File: src/rtl/ptw_req_arbiter.sv
// ptw_req_arbiter
//
// Shares one page-table walker between NrRequesters TLB-miss sources
// (default: index 0 = ITLB, index 1 = DTLB). Requests are granted
// round-robin with a single walk outstanding. The walk result is routed back
// to the granted requester as a one-cycle pulse. A flush aborts the pending or
// outstanding walk. A watchdog fails a walk that never completes.
//
// Ports
//   clk_i, rst_i     clock, synchronous active-high reset
//   flush_i          abort pending/outstanding walk
//   req_valid_i      per-requester miss request, held until its response
//   req_vaddr_i      packed miss vaddrs, slice i belongs to requester i
//   resp_valid_o     one-cycle completion pulse for the granted requester
//   resp_error_o     walk faulted or timed out (qualified by resp_valid_o)
//   ptw_valid_o      walk request to the PTW (valid/ready handshake)
//   ptw_ready_i      PTW accepts the request
//   ptw_vaddr_o      latched vaddr of the granted requester
//   ptw_id_o         granted requester index
//   ptw_done_i       walk completed (single-cycle pulse)
//   ptw_error_i      walk fault, valid with ptw_done_i
//   busy_o           arbiter is not idle
module ptw_req_arbiter #(
    parameter int unsigned NrRequesters  = 2,
    parameter int unsigned VLEN          = 39,
    parameter int unsigned TimeoutCycles = 1024,
    parameter int unsigned IdW           = $clog2(NrRequesters)
) (
    input  logic                         clk_i,
    input  logic                         rst_i,
    input  logic                         flush_i,
    input  logic [NrRequesters-1:0]      req_valid_i,
    input  logic [NrRequesters*VLEN-1:0] req_vaddr_i,
    output logic [NrRequesters-1:0]      resp_valid_o,
    output logic                         resp_error_o,
    output logic                         ptw_valid_o,
    input  logic                         ptw_ready_i,
    output logic [VLEN-1:0]              ptw_vaddr_o,
    output logic [IdW-1:0]               ptw_id_o,
    input  logic                         ptw_done_i,
    input  logic                         ptw_error_i,
    output logic                         busy_o
);

    localparam int unsigned CntW = $clog2(TimeoutCycles);

    typedef enum logic [1:0] {
        IDLE,
        ISSUE,
        WAIT,
        DRAIN
    } state_e;

    state_e                    state_q, state_d;
    logic [IdW-1:0]            rr_ptr_q, rr_ptr_d;
    logic [IdW-1:0]            grant_id_q, grant_id_d;
    logic [VLEN-1:0]           vaddr_q, vaddr_d;
    logic [CntW-1:0]           cnt_q, cnt_d;
    logic [NrRequesters-1:0]   resp_valid_q, resp_valid_d;
    logic                      resp_error_q, resp_error_d;
    logic                      ptw_valid_q, ptw_valid_d;
    logic                      busy_q, busy_d;

    logic [NrRequesters-1:0]   eligible;
    logic                      pick_found;
    logic [IdW-1:0]            pick_id;
    logic [VLEN-1:0]           pick_vaddr;
    logic                      handshake;
    logic                      timeout;
    logic [NrRequesters-1:0]   grant_onehot;

    // Round-robin pick. A requester sees its response one cycle before it can
    // drop req_valid_i, so the bit being answered this cycle is masked off.
    // Pass one searches from rr_ptr upward; pass two wraps to the low indices.
    always_comb begin
        eligible   = req_valid_i & ~resp_valid_q;
        pick_found = 1'b0;
        pick_id    = '0;
        for (int unsigned i = 0; i < NrRequesters; i++) begin
            if (!pick_found && eligible[i] && (IdW'(i) >= rr_ptr_q)) begin
                pick_found = 1'b1;
                pick_id    = IdW'(i);
            end
        end
        for (int unsigned i = 0; i < NrRequesters; i++) begin
            if (!pick_found && eligible[i]) begin
                pick_found = 1'b1;
                pick_id    = IdW'(i);
            end
        end
        pick_vaddr = '0;
        for (int unsigned i = 0; i < NrRequesters; i++) begin
            if (IdW'(i) == pick_id) begin
                pick_vaddr = req_vaddr_i[i*VLEN +: VLEN];
            end
        end
    end

    assign handshake    = ptw_valid_q & ptw_ready_i;
    assign timeout      = (cnt_q == CntW'(TimeoutCycles - 1));
    assign grant_onehot = NrRequesters'(1) << grant_id_q;

    always_comb begin
        state_d      = state_q;
        rr_ptr_d     = rr_ptr_q;
        grant_id_d   = grant_id_q;
        vaddr_d      = vaddr_q;
        cnt_d        = cnt_q;
        resp_valid_d = '0;
        resp_error_d = 1'b0;

        unique case (state_q)
            IDLE: begin
                if (pick_found) begin
                    grant_id_d = pick_id;
                    vaddr_d    = pick_vaddr;
                    rr_ptr_d   = (pick_id == IdW'(NrRequesters - 1)) ? '0 : pick_id + IdW'(1);
                    state_d    = ISSUE;
                end
            end
            ISSUE: begin
                // A flush racing the handshake leaves a walk in flight that
                // must be drained before the walker can be reused.
                if (handshake && flush_i) begin
                    state_d = DRAIN;
                end else if (handshake) begin
                    state_d = WAIT;
                    cnt_d   = '0;
                end else if (flush_i) begin
                    state_d = IDLE;
                end
            end
            WAIT: begin
                cnt_d = timeout ? cnt_q : cnt_q + CntW'(1);
                // Completion beats both flush and the watchdog; a flush only
                // suppresses the response.
                if (ptw_done_i) begin
                    state_d = IDLE;
                    if (!flush_i) begin
                        resp_valid_d = grant_onehot;
                        resp_error_d = ptw_error_i;
                    end
                end else if (flush_i) begin
                    state_d = DRAIN;
                end else if (timeout) begin
                    resp_valid_d = grant_onehot;
                    resp_error_d = 1'b1;
                    state_d      = DRAIN;
                end
            end
            DRAIN: begin
                if (ptw_done_i) begin
                    state_d = IDLE;
                end
            end
            default: begin
                state_d = IDLE;
            end
        endcase

        ptw_valid_d = (state_d == ISSUE);
        busy_d      = (state_d != IDLE);
    end

    always_ff @(posedge clk_i) begin
        if (rst_i) begin
            state_q      <= IDLE;
            rr_ptr_q     <= '0;
            grant_id_q   <= '0;
            vaddr_q      <= '0;
            cnt_q        <= '0;
            resp_valid_q <= '0;
            resp_error_q <= 1'b0;
            ptw_valid_q  <= 1'b0;
            busy_q       <= 1'b0;
        end else begin
            state_q      <= state_d;
            rr_ptr_q     <= rr_ptr_d;
            grant_id_q   <= grant_id_d;
            vaddr_q      <= vaddr_d;
            cnt_q        <= cnt_d;
            resp_valid_q <= resp_valid_d;
            resp_error_q <= resp_error_d;
            ptw_valid_q  <= ptw_valid_d;
            busy_q       <= busy_d;
        end
    end

    assign resp_valid_o = resp_valid_q;
    assign resp_error_o = resp_error_q;
    assign ptw_valid_o  = ptw_valid_q;
    assign ptw_vaddr_o  = vaddr_q;
    assign ptw_id_o     = grant_id_q;
    assign busy_o       = busy_q;

endmodule

File: config.mk
export PLATFORM = sky130hd
export DESIGN_NAME = ptw_req_arbiter
export DESIGN_NICKNAME = d
export VERILOG_FILES = /design/src/rtl/ptw_req_arbiter.sv
export SDC_FILE = /design/constraint.sdc
export NUM_CORES = 1
export LEC_CHECK = 0
export CORE_ASPECT_RATIO = 0.9
export CORE_MARGIN = 2
export CORE_UTILIZATION = 30
export CTS_BUF_LIST = sky130_fd_sc_hd__clkbuf_8
export DETAILED_ROUTE_END_ITERATION = 7
export GPL_TIMING_DRIVEN = 0
export HOLD_SLACK_MARGIN = 0.12
export PLACE_DENSITY = 0.69
export SYNTH_ARGS = -nofsm -noshare
export SYNTH_HDL_FRONTEND = slang
export SYNTH_SLANG_ARGS = --single-unit
File: constraint.sdc
create_clock -name clk_i -period 1.7 [get_ports clk_i]
set_clock_uncertainty 0.15 [all_clocks]
set_input_delay 0.255 -clock clk_i [delete_from_list [all_inputs] [get_ports clk_i]]
set_output_delay 0.255 -clock clk_i [all_outputs]
set_load 0.01 [all_outputs]
== Word-level counts from Yosys, hierarchy flattened ==
Index checks and enable logic that the tools add are counted.
Storage, ports and cells
  bits in registers: 58
  input bits: 86
  output and inout port bits: 45
  logic and storage cells: 71
Operators by class
  add/sub/neg operators: 2
  order comparisons: 2
  eq/ne operators: 8
  shift-type cells: 1
  multiplexer cells: 30
  bitwise operators: 4
  reduce and logical (&&, ||, !) cells: 15
Operator list (count)
  $mux W39: 1
  $mux W10: 3
  $mux W2: 12
  $pmux W10 S2: 1
  $mux W1: 12
  $add A10 B1 Y10 const B: 1
  $eq A10 B10 Y1 const B: 1
  $pmux W2 S4: 1
  $logic_and A1 B1 Y1: 6
  $ne A2 B2 Y1 const B: 3
  $eq A2 B1 Y1 const B: 2
  $eq A2 B2 Y1 const B: 2
  $reduce_and A4 Y1: 1
  $reduce_bool A2 Y1: 2
  $logic_not A1 Y1: 3
  $and A2 B2 Y2: 1
  $ge A1 B1 Y1 const A: 2
  $logic_not A2 Y1: 1
  $not A2 Y2: 1
  $reduce_and A2 Y1: 1
  $reduce_or A2 Y1: 1
  $shl A1 B1 Y2 const A: 1
  $add A1 B1 Y1 const B: 1
  $and A1 B1 Y1: 1
  $not A1 Y1: 1

== Longest topological paths before layout ==
  word-level depth: 17
  depth in mapped cells: 6
  mapped depth without buffers: 5

== Worst setup path before layout ==
Ideal clock, no wire load.
  path type: reg-to-reg
  from: reg state_q[0]
  to: reg cnt_q[5]
  setup time: 0.070 ns
  arrival time: 1.490 ns
  required time: 1.480 ns
  slack: -0.010 ns
  stages on the path, launching flop included: 6
  buffers on the path: 1
  period minus slack after synthesis: 1.710 ns
  path through: dfxtp_1 -> nand2b_1 -> or2_1 -> clkbuf_1 -> or4_1 -> a21oi_1
On the way
  cells in the longest elaborated chain, start to end: 3
  elaborated cells on any way between the ends: 8
  classes of those cells: eq/ne (5); mux (1); reduce/logical (2)
Ends and longest elaborated chain
  start, declared: RTL line 54  | state_e state_q, state_d;
  start signal, assigned: RTL line 177  | state_q <= state_d;
  $eq A2 B1 Y1 / $eq A2 B2 Y1 (equally long branches): RTL line 112  | unique case (state_q)
  $ne A2 B2 Y1 (no line) / $reduce_bool A2 Y1 (equally long branches)
  $reduce_and A4 Y1 (no line)
  end signal, assigned: RTL line 181  | cnt_q <= cnt_d;
  end, declared: RTL line 58  | logic [CntW-1:0] cnt_q, cnt_d;
Parallel ways exist; a longest one is shown, timed or not.
A chain may end at the register's enable or synchronous reset.

== Worst setup path in the final report ==
  from: reg resp_valid_q[0] (netlist: resp_valid_o[0])
  to: reg vaddr_q[4] (netlist: ptw_vaddr_o[4])
On the way
  cells in the longest elaborated chain, start to end: 15
  elaborated cells on any way between the ends: 19
  classes of those cells: mux (8); bitwise (2); reduce/logical (9)
Ends and longest elaborated chain
  start, declared: RTL line 59  | logic [NrRequesters-1:0] resp_valid_q, resp_valid_d;
  start signal, assigned: RTL line 182  | resp_valid_q <= resp_valid_d;
  $not A2 Y2 (*): RTL line 76  | eligible = req_valid_i & ~resp_valid_q;
  $and A2 B2 Y2 (*): RTL line 76
  $logic_and A1 B1 Y1: RTL line 80  | if (!pick_found && eligible[i] && (IdW'(i) >= rr_ptr_q)) begin
  $mux W1: RTL line 80
  $logic_not A1 Y1: RTL line 80
  $logic_and A1 B1 Y1 (2 in series): RTL line 80
  $mux W1: RTL line 80
  $logic_not A1 Y1: RTL line 86  | if (!pick_found && eligible[i]) begin
  $logic_and A1 B1 Y1: RTL line 86
  $mux W1: RTL line 86
  $logic_not A1 Y1: RTL line 86
  $logic_and A1 B1 Y1: RTL line 86
  $mux W1: RTL line 86
  $mux W39 / $reduce_and A2 Y1 (equally long branches)
  end signal, assigned: RTL line 180  | vaddr_q <= vaddr_d;
  end, declared: RTL line 57  | logic [VLEN-1:0] vaddr_q, vaddr_d;
Every way passes the cells marked *; elsewhere a longest branch is shown, timed or not.

==> flow_summary.toml <==
[synthesis]
synth_cells = 234
synth_nets = 321
synth.avg_cell_area_um2 = 9.60
yosys_warnings = 0
synth-seq-area-share = 0.517
synth_seq_cells = 58
ys_types = 33
synth_area_um2 = 2250

[drt]
drt_wl_total_mm = 7.35
routed_via_density = 5.26
dr.pass1.iters = 7
antenna_left = 0
wl_per_cell_um = 15.2
drc = 0
drt-initial-drc-count = 185
vias = 2540

[placed_design]
placed_area_um2 = 3670
dpl.hpwl_mm = 5.18
portBuffers = 130
place.gp.congestion = 0.773
detailedPlace.worstSlack_ns = -0.724

[sta]
tns_ns = 0
final.setup.worst_slack_ns = 0.0267
clock.fmax_mhz = 598
setup_viol = 0
final.min_clock_period_ns = 1.67
tightestPinTransition_ns = 0.456
hold_viol_final = 0
maxSlewViolCount = 0
rsz0062_at_grt = "true"
relSlewSlack = 0.696
final.period_utilization = 0.984

[clocking]
clkTransAtPathRegs_ns = 0.07
cts_tree = "built"
h-tree-depth = 3
cts.path.max_buffers = 2
clk_latency_ns = 0.33
cts_made_buffers = 9
cts.sinks = 58
cts_root_buf = "clkbuf_8"

[power]
switching_power_uw = 936
clockPowerShare = 0.374
total_power_mw = 3.75
p_int_mw = 2.82
swShare = 0.249
peakVddDrop_v = 0.000370
power_frac_seq = 0.405
leakage_nw = 1.59
powerDensity_nw_per_um2 = 905
combPwrFrac = 0.221

[global_route]
grt_pass1_wl_mm = 11.2
antenna_found_initial = 0
grt_overflow = 0
grt_max_degree = 11
grt_pass1_vias = 2406
grtUsageTotal = 0.176

[finish]
syn_to_final_growth_pct = 84.5
nets = 472
fillCellCount = 628
antenna_cells = 0
final_common_cell = "clkdlybuf4s50_1"
final_cell_mix = "126 x clkdlybuf4s50_1, 51 x dfxtp_1, 49 x nor2_1"
drive_gt1_frac = 0.169
fin_area_um2 = 4140
postLayoutCoreUtil = 0.580

[floorplan]
dieArea_um2 = 8200
die_height_um = 86.1
fp.coreArea_um2 = 7150
initial_core_util = 0.314
io_pins = 131
fp.dieW_um = 95.2
placementRows = 29

[critical_path]
end_kind = "flop"
timing.critical_path.buf_inv = 2
path_class = "reg2reg"
setup.worst_path.start = "resp_valid_o[0]$_SDFF_PP0_"
path_cells = "nand2b_4, o211a_4, buf_6, clkbuf_8, a222oi_1, nor2_1"
cp_slowest_cell = "dfxtp_2"
crit_required_ns = 1.75
r2r_start = "resp_valid_o[0]$_SDFF_PP0_"
cp-start-kind = "flop"
cpLargestDelayFamily = "compound AO/OA/AOI/OAI gates"
max_stage_delay_ns = 0.33
cp_max_fo = 5
cp_data_arrival_time_ns = 1.73

[outcome]
status = "complete, no violations"

[flow_run]
drv_cap = 0

[hold_path]
worstHoldStart = "ptw_ready_i"
min_path_type = "in2reg"
-- layer usage --
layer	GRT usage	vias to the layer above	share of wire
met1	0.233	1166	0.44
met5	0	-	0
met4	0.0804	0	0.024
li1	-	1233	-
met2	0.255	126	0.43
met3	0.0624	15	0.11
-- final timing paths --
check | to | cells after the start | slack (ns)
max | ptw_vaddr_o[4]$_SDFFE_PP0P_ | 6 | 0.03
min reg2reg | resp_valid_o[1]$_SDFF_PP0_ | 2 | 0.32
min | ptw_valid_o$_SDFF_PP0_ | 3 | 0.32
max reg2reg | ptw_vaddr_o[4]$_SDFFE_PP0P_ | 6 | 0.03
-- layout make-up --
cell class	count	area, um^2	share of cell area
timing repair buffer	141	1400	0.337
buffer	18	141	0.0341
multi-input combinational	153	1080	0.262
clock buffer	10	138	0.0332
tap	93	116	0.0281
inverter	4	15.0	0.00362
sequential	58	1170	0.283
clock inverter	6	81.3	0.0196
-- what timing repair did --
item / CTS / global route
pin swaps: 17 / 19
gates resized for setup: 38 / 19
cloned: 1 / 0
hold buffers: 0 / 0
setup buffers: 5 / 5
setup endpoints to repair: 53 / 55
hold endpoints to repair: 0 / 0
-- per-stage QoR --
step,hold WS (ns),instances
global placement,0.291,457
detailed placement,0.306,457
floorplan,0.197,234
CTS,0.317,478
finish,0.319,483
global route,0.337,483
-- synth_stat cells --
cell type	number	share of area
dfxtp_1	58	0.52
nor2_1	49	0.082
a222oi_1	39	0.17
clkbuf_1	14	0.023
a21oi_1	11	0.025
nand2_1	5	0.0084
nand3_1	5	0.011
buf_2	4	0.0089
inv_1	4	0.0067
o21ai_0	4	0.0089
nand2b_1	3	0.0084
nor2b_1	3	0.0084
nor3_1	3	0.0067
o211ai_1	3	0.010
o31ai_1	3	0.010
o41ai_1	3	0.012
or4_1	3	0.010
and4_1	2	0.0078
nand4_1	2	0.0056
o211a_1	2	0.0089
or3_1	2	0.0056
a2111oi_1	1	0.0045
a21o_1	1	0.0033
and3_1	1	0.0028
and3b_1	1	0.0039
and4b_1	1	0.0045
buf_1	1	0.0017
ha_1	1	0.0056
mux2i_1	1	0.0045
nor4_1	1	0.0028
o21ai_1	1	0.0022
o311ai_1	1	0.0039
or2_1	1	0.0028
-- worst reg2reg max path, delay by kind of cell, from the launching register on --
kind / cells / cell delay [ns]
AO/OA/AOI/OAI: 2 / 0.55
buffers and inverters: 2 / 0.27
AND/OR/NAND/NOR: 2 / 0.24
flip-flops: 1 / 0.33
-- sequential cells by signal, indices dropped and copies added, names as in the netlist --
signal / flops
cnt_q: 10
resp_valid_o: 2
rr_ptr_q: 1
state_q: 2
busy_o: 1
ptw_id_o: 1
ptw_valid_o: 1
resp_error_o: 1
ptw_vaddr_o: 39
-- power groups by stage --
stage	Combinational [mW]	Sequential, mW	Clock (mW)
after CTS	0.820	1.52	1.43
after floorplan	0.264	1.58	0
after global routing	0.895	1.53	1.48
after detailed placement	0.766	1.54	0
final	0.827	1.52	1.40
after global placement	0.762	1.54	0
-- logic make-up after synthesis --
kind of cell             after synthesis  share of synthesized area
AND/OR/NAND/NOR                       82                      0.170
AO/OA/AOI/OAI                         69                      0.262
flip-flops                            58                      0.517
buffers and inverters                 23                     0.0407
multiplexers                           1                    0.00446
adder cells (fa/ha/maj)                1                    0.00557
No activity file was read; power rests on OpenSTA's default activity.
